## src/rtl/core_column_readout.sv

```systemverilog
// core_column_readout: token-chain readout of one pixel core column into a framed output FIFO.
// Optional feature: define CORE_READOUT_ZERO_SUPPRESS_EN to drop all-zero captured hits.
module core_column_readout #(
    parameter int FIFO_DEPTH = 16,
    parameter int SETTLE_CYC = 2,
    parameter int READ_LAT   = 1,
    parameter int MAX_HITS   = 64
) (
    input  logic        Clk,
    input  logic        Reset,
    input  logic        ReqValid,
    input  logic [4:0]  ReqTag,
    output logic        ReqReady,
    output logic [4:0]  TrigIdReq,
    input  logic        TokIn,
    output logic        Read,
    input  logic [15:0] DataToCore,
    output logic [17:0] OutData,
    output logic        OutValid,
    input  logic        OutReady,
    output logic        Busy
);
    localparam int AW = $clog2(FIFO_DEPTH);

    typedef enum logic [2:0] {IDLE, SETTLE, READ, CAPT, TRAIL} state_t;

    state_t        state_q, state_d;
    logic [4:0]    tag_q, tag_d;
    logic [3:0]    tmr_q, tmr_d;
    logic [9:0]    cnt_q, cnt_d;
    logic          ovf_q, ovf_d;
    logic [17:0]   mem_q [FIFO_DEPTH];
    logic [AW-1:0] wp_q, rp_q;
    logic [AW:0]   occ_q;
    logic          push, pop, room;
    logic [17:0]   wdata;

    assign room      = occ_q <= (AW+1)'(FIFO_DEPTH - 2);
    assign pop       = OutValid & OutReady;
    assign ReqReady  = (state_q == IDLE) & room & ~Reset;
    assign Read      = state_q == READ;
    assign Busy      = state_q != IDLE;
    assign TrigIdReq = tag_q;
    assign OutValid  = occ_q != '0;
    assign OutData   = OutValid ? mem_q[rp_q] : '0;

    // next-state, event bookkeeping and the word to push this cycle
    always_comb begin
        state_d = state_q;
        tag_d   = tag_q;
        tmr_d   = tmr_q;
        cnt_d   = cnt_q;
        ovf_d   = ovf_q;
        push    = 1'b0;
        wdata   = {2'b01, tag_q, 11'b0};
        case (state_q)
            IDLE: if (ReqValid && ReqReady) begin
                tag_d   = ReqTag;
                push    = 1'b1;
                wdata   = {2'b01, ReqTag, 11'b0};
                cnt_d   = '0;
                ovf_d   = 1'b0;
                tmr_d   = 4'(SETTLE_CYC - 1);
                state_d = SETTLE;
            end
            SETTLE: begin
                if (tmr_q != '0) tmr_d = tmr_q - 4'd1;
                else if (!TokIn) state_d = TRAIL;
                else if ({1'b0, cnt_q} == 11'(MAX_HITS)) begin
                    ovf_d   = 1'b1;
                    state_d = TRAIL;
                end
                else if (room) state_d = READ;
            end
            READ: begin
                tmr_d   = 4'(READ_LAT - 1);
                state_d = CAPT;
            end
            CAPT: begin
                if (tmr_q != '0) tmr_d = tmr_q - 4'd1;
                else begin
                    state_d = SETTLE;
                    tmr_d   = 4'(SETTLE_CYC - 1);
                    wdata   = {2'b00, DataToCore};
`ifdef CORE_READOUT_ZERO_SUPPRESS_EN
                    push    = DataToCore != 16'h0000;
`else
                    push    = 1'b1;
`endif
                    if (push && cnt_q != 10'h3FF) cnt_d = cnt_q + 10'd1;
                end
            end
            TRAIL: begin
                push    = 1'b1;
                wdata   = {2'b10, tag_q, ovf_q, cnt_q};
                state_d = IDLE;
            end
            default: state_d = IDLE;
        endcase
    end

    // controller state registers
    always_ff @(posedge Clk) begin
        if (Reset) begin
            state_q <= IDLE;
            tag_q   <= '0;
            tmr_q   <= '0;
            cnt_q   <= '0;
            ovf_q   <= 1'b0;
        end else begin
            state_q <= state_d;
            tag_q   <= tag_d;
            tmr_q   <= tmr_d;
            cnt_q   <= cnt_d;
            ovf_q   <= ovf_d;
        end
    end

    // output FIFO; the 2-free-word reservation guarantees push never hits a full FIFO
    always_ff @(posedge Clk) begin
        if (Reset) begin
            wp_q  <= '0;
            rp_q  <= '0;
            occ_q <= '0;
        end else begin
            if (push) begin
                mem_q[wp_q] <= wdata;
                wp_q        <= wp_q + 1'b1;
            end
            if (pop) rp_q <= rp_q + 1'b1;
            occ_q <= occ_q + (AW+1)'(push) - (AW+1)'(pop);
        end
    end
endmodule

```

## config.mk

```make
export PLATFORM = sky130hd
export DESIGN_NAME = core_column_readout
export DESIGN_NICKNAME = d
export VERILOG_FILES = /design/src/rtl/core_column_readout.sv
export SDC_FILE = /design/constraint.sdc
export NUM_CORES = 1
export LEC_CHECK = 0
export CAP_MARGIN = 10
export CORE_UTILIZATION = 60
export CTS_CLUSTER_SIZE = 10
export DETAILED_ROUTE_END_ITERATION = 10
export PLACE_DENSITY = 0.77
export SYNTH_ARGS = -nofsm -noshare
export SYNTH_HDL_FRONTEND = slang
export SYNTH_SLANG_ARGS = --single-unit
```

## constraint.sdc

```tcl
create_clock -name Clk -period 3.7 [get_ports Clk]
set_clock_uncertainty 0.05 [all_clocks]
set_input_delay 0.925 -clock Clk [delete_from_list [all_inputs] [get_ports Clk]]
set_output_delay 0.925 -clock Clk [all_outputs]
set_load 0.005 [all_outputs]
```

Word-level counts from Yosys, hierarchy flattened
Memories as Yosys holds them, arrays and structs flattened. A register that Yosys moved wholly into a read port is not among the register bits.
Index checks and enable logic that the tools add are counted.
{"block": "op_classes", "n_addsub": 6, "n_lt_le_gt_ge": 1, "eq_ne": 14, "muxes": 32, "n_bitwise": 4, "reduce_logical": 13}
{"operator": "one-hot mux 18 bit (3 select lines)", "n": 1}
{"operator": "two-way mux 10 bit", "n": 3}
{"operator": "two-way mux 4 bit", "n": 5}
{"operator": "one-hot mux 10 bit (2 select lines)", "n": 1}
{"operator": "two-way mux 18 bit", "n": 1}
{"operator": "two-way mux 3 bit", "n": 6}
{"operator": "two-way mux 17 bit", "n": 1}
{"operator": "two-way mux 16 bit", "n": 1}
{"operator": "one-hot mux 4 bit (4 select lines)", "n": 1}
{"operator": "!= test 2 bit (second input constant)", "n": 6}
{"operator": "one-hot mux 3 bit (4 select lines)", "n": 1}
{"operator": "adder 10 x 1 -> 10 bit (second input constant)", "n": 1}
{"operator": "== test 10 x 7 -> 1 bit (second input constant)", "n": 1}
{"operator": "!= test 10 bit (second input constant)", "n": 1}
{"operator": "two-way mux 1 bit", "n": 9}
{"operator": "adder 4 x 1 -> 4 bit (second input constant)", "n": 2}
{"operator": "AND reduction 4 bit", "n": 2}
{"operator": "nonzero test 4 bit", "n": 2}
{"operator": "== test 3 x 2 -> 1 bit (second input constant)", "n": 2}
{"operator": "adder 5 x 1 -> 5 bit", "n": 1}
{"operator": "less-or-equal comparator 5 x 4 -> 1 bit (second input constant)", "n": 1}
{"operator": "AND reduction 5 bit", "n": 1}
{"operator": "nonzero test 5 bit", "n": 1}
{"operator": "subtractor 5 x 1 -> 5 bit", "n": 1}
{"operator": "15 further kinds", "n": 18}
{"block": "totals", "register_bits": 36, "mem_bits_rw": 288, "mem_count": 1}
{"memory": "mem_q", "words": 16, "width": 18, "rd": 1, "rd_clocked_by_memory_dff": 1, "wr": 1, "line_no": "32", "text": "logic [17:0] mem_q [FIFO_DEPTH];"}

Longest topological paths before layout
{"block": "depth", "ltp_word": 9, "ltp_mapped": 14, "depth_no_buf": 13}

Least setup slack after synthesis
No wires, ideal clock.
{"block": "synth_timing", "path_kind": "input port to flip-flop", "startpoint": "in Reset", "endpoint": "reg occ_q[4]", "arrival_ns": 3.140, "slack_ns": 0.383, "stages": 13, "n_path_buf": 2, "path_cell_list": "clkbuf_1 -> nor3b_2 -> o211a_1 -> buf_2 -> nor2_1 -> ha_1 -> inv_1 -> ha_1 -> fa_1 -> a21oi_1 -> o21bai_1 -> xnor2_1 -> nor2_1"}
{"block": "synth_via", "elab_chain_cells": 7}
{"item": "from (decl)", "line_no": "10", "text": "input logic Reset,"}
{"item": "NOT 1 bit", "line_no": "40", "text": "assign ReqReady = (state_q == IDLE) & room & ~Reset;"}
{"item": "AND 1 bit", "line_no": "40"}
{"item": "logical AND 1 bit", "line_no": "57", "text": "IDLE: if (ReqValid && ReqReady) begin"}
{"item": "two-way mux 1 bit", "line_no": "57"}
{"item": "one-hot mux 1 bit (3 select lines)", "line_no": "56", "text": "case (state_q)"}
{"item": "adder 5 x 1 -> 5 bit", "line_no": "131", "text": "occ_q <= occ_q + (AW+1)'(push) - (AW+1)'(pop);"}
{"item": "subtractor 5 x 1 -> 5 bit", "line_no": "131"}
{"item": "to (signal assigned)", "line_no": "131"}
{"item": "to (decl)", "line_no": "34", "text": "logic [AW:0] occ_q;"}
Parallel ways exist; a longest one is shown, timed or not.
A chain may end at the register's enable or synchronous reset.

==> flow_summary.json <==
{
  "outcome": "finished, final reports clean",
  "portBuffers": 52,
  "fin_nets": 880,
  "grt_max_degree": 73,
  "critPathMaxStageDelay_ns": 0.57,
  "cts_buffers": 38,
  "track_usage": 0.257,
  "yosys.cell_count.top_type": "edfxtp_1",
  "vias_per_cell": 6.49,
  "avgSynthCellArea_sq_um": 18.1,
  "wl_mm": 28.2,
  "dieHeight_um": 151,
  "hpwlAfterDp_mm": 17.2,
  "antenna_found_initial": 0,
  "rsz0062_at_grt": "yes",
  "crit_required_ns": 2.72,
  "yosysWarnings": 0,
  "num_rows": 54,
  "yosysSeqAreaShare": 0.705,
  "ys_ff_latch": 328,
  "drc_errors": 0,
  "critPathSlowestCell": "mux4_2",
  "worst_pin_slew_ns": 0.693,
  "ant_nets": 0,
  "clock_latency_ns": 0.51,
  "core-area_sq_um": 21900,
  "r2r_setup_slack_ns": 0.79,
  "startpoint_type": "flop",
  "diodes": 0,
  "grt_pass1_vias": 7519,
  "synth_cell_types": 65,
  "multi_input_area_sq_um": 3690,
  "yosys_most_used_dff": "edfxtp_1",
  "cp_max_fo": 26,
  "relSlewSlack": 0.537,
  "finalWorstSetupSlack_ns": 0.127,
  "worstSetupPathType": "reg2out",
  "syn2layout_area_growth_pct": 16.3,
  "cts_tree": "yes",
  "drv_cap": 0,
  "finalCoreUtilization": 0.713,
  "finalCritPeriodShare": 0.966,
  "hold_viol_final": 0,
  "pin_count": 53,
  "synthArstFlopShare": 0,
  "place_ws_ns": 0.124,
  "drv_slew": 0,
  "wl_per_cell_um": 25.0,
  "hold_slack_ns": 0.434,
  "gp_congestion": 0.873,
  "path_clk_slew_ns": 0.05,
  "cts_sinks": 328,
  "drive_above_1_share": 0.206,
  "cts_hold_buf": 0,
  "final-seq-area_sq_um": 9460,
  "die_area_sq_um": 23000,
  "power_density_nw_per_um2": 608,
  "synth_top_area_frac": 0.645,
  "postCtsSetupBuffers": 0,
  "end_kind": "primary output",
  "crit_arrival_ns": 2.60,
  "grt_overflow": 0,
  "synth_area_sq_um": 13400,
  "crit_chain": "buf_12 -> mux4_2 -> mux2i_1 -> o22ai_1 -> clkdlybuf4s50_1",
  "synth_enable_flop_cells": 288,
  "setup_viol": 0,
  "peakVddDrop_mv": 0.403,
  "die_w_um": 151,
  "synth_fp_nets": 785,
  "clock.fmax_mhz": 280,
  "cts_root_buf": "clkbuf_16",
  "grt_pass1_wl_mm": 42.9,
  "cts_buffer_depth": 3,
  "synthTopCellsByArea": "edfxtp_1 64%, mux4_2 12%, dfxtp_1 6.0%",
  "vias": 7326,
  "first_pass_iters": 5,
  "fillCellCount": 1323,
  "finalCriticalPeriod_ns": 3.57,
  "initial_core_util": 0.613,
  "p_leak_uw": 0.00506,
  "hp-class": "reg2reg",
  "synth_common_cells": "288 x edfxtp_1, 72 x mux4_2, 40 x dfxtp_1",
  "cts.htree.levels": 2,
  "drt_iter0_markers": 633,
  "synth_top_area_cell": "edfxtp_1",
  "syn_inst": 740
}
-- power by group --
part	internal (uW)	total, uW	switching, uW
sequential	4140	4250	101
clock	1900	3230	1320
combinational	1050	2010	963
total	7090	9480	2390
-- registers in the layout, indices dropped and copies added (netlist names), 3 cells and up, named ones only --
register,flops
TrigIdReq,5
cnt_q,10
mem_q,288
occ_q,5
rp_q,4
state_q,3
tmr_q,4
wp_q,4
-- timing repair --
action                                  in CTS  in global routing
endpoints found under the hold margin        0                  0
gates resized for setup                      5                  0
endpoints found under the setup margin      18                  2
-- cells by family after synthesis --
kind of cell / after synthesis / share of synthesized area
compound gates: 87 / 0.0472
xor+xnor: 6 / 0.00392
flops: 328 / 0.705
fa+ha+maj: 19 / 0.0183
simple gates: 126 / 0.0560
buf+inv: 64 / 0.0204
mux: 110 / 0.149
-- worst max-delay path, delay by kind of cell, from the launching register on --
kind,cells,cell delay [ns]
AOI/OAI and AO/OA,1,0.11
muxes,2,0.78
buffers and inverters,2,0.72
DFF,1,0.45
-- area by class of cell --
cell class	count	share of cell area
Sequential cell	328	0.606
Inverter	26	0.00626
Timing Repair Buffer	93	0.0621
Tap cell	280	0.0225
Multi-Input combinational cell	348	0.237
Clock buffer	52	0.0657
Clock inverter	1	0.000561
-- through the flow --
step / cell area [sq um] / power [uW] / std cells / setup TNS [ns]
6_report: 15600 / 9480 / 1128 / 0
5_1_grt: 15600 / 9830 / 1128 / -0.0134
4_1_cts: 15600 / 9540 / 1128 / 0
3_5_place_dp: 14500 / 6310 / 1075 / 0
3_3_place_gp: 14500 / 6250 / 1075 / 0
2_1_floorplan: 13400 / 5600 / 740 / 0
-- path summary, 6_finish.rpt --
| path | from | to | cells past startpoint |
|---|---|---|---|
| worst max-delay path | flop | OutData[11] | 5 |
| worst min-delay path | TrigIdReq[0]$_SDFFE_PP0P_ | TrigIdReq[0]$_SDFFE_PP0P_ | 2 |
| worst max register to register | tmr_q[0]$_SDFFE_PP0P_ | mem_q[15][10]$_DFFE_PP_ | 6 |
| worst min register to register | TrigIdReq[0]$_SDFFE_PP0P_ | TrigIdReq[0]$_SDFFE_PP0P_ | 2 |
-- routing by layer --
layer  part of all wire  routed length (um)  GRT usage  up-vias
met5                  0                   0          0        -
met2               0.51               14300      0.431      339
li1                   -                   -          -     3194
met4              0.020                 559     0.0698        0
met3              0.071                2000     0.0449       49
met1               0.40               11300      0.351     3744
-- placed cells by master, fill, tap and decap left out, types with 4 or more instances in the layout --
cell	count
mux4_2	72
ha_1	18
o22ai_1	18
a21oi_1	16
nand4_1	6
nor2_1	20
nor2b_1	5
clkbuf_16	39
nand2_1	24
buf_4	29
clkbuf_1	13
mux2i_1	36
and3_1	16
dfxtp_1	37
nor4_1	4
clkdlybuf4s50_1	52
nand2b_1	4
edfxtp_1	288
nand3_1	12
o311ai_1	5
o21ai_0	5
nor3_1	5
o211ai_1	9
buf_12	10
inv_1	25
a22o_1	11
No activity file was read; power rests on OpenSTA's default activity.
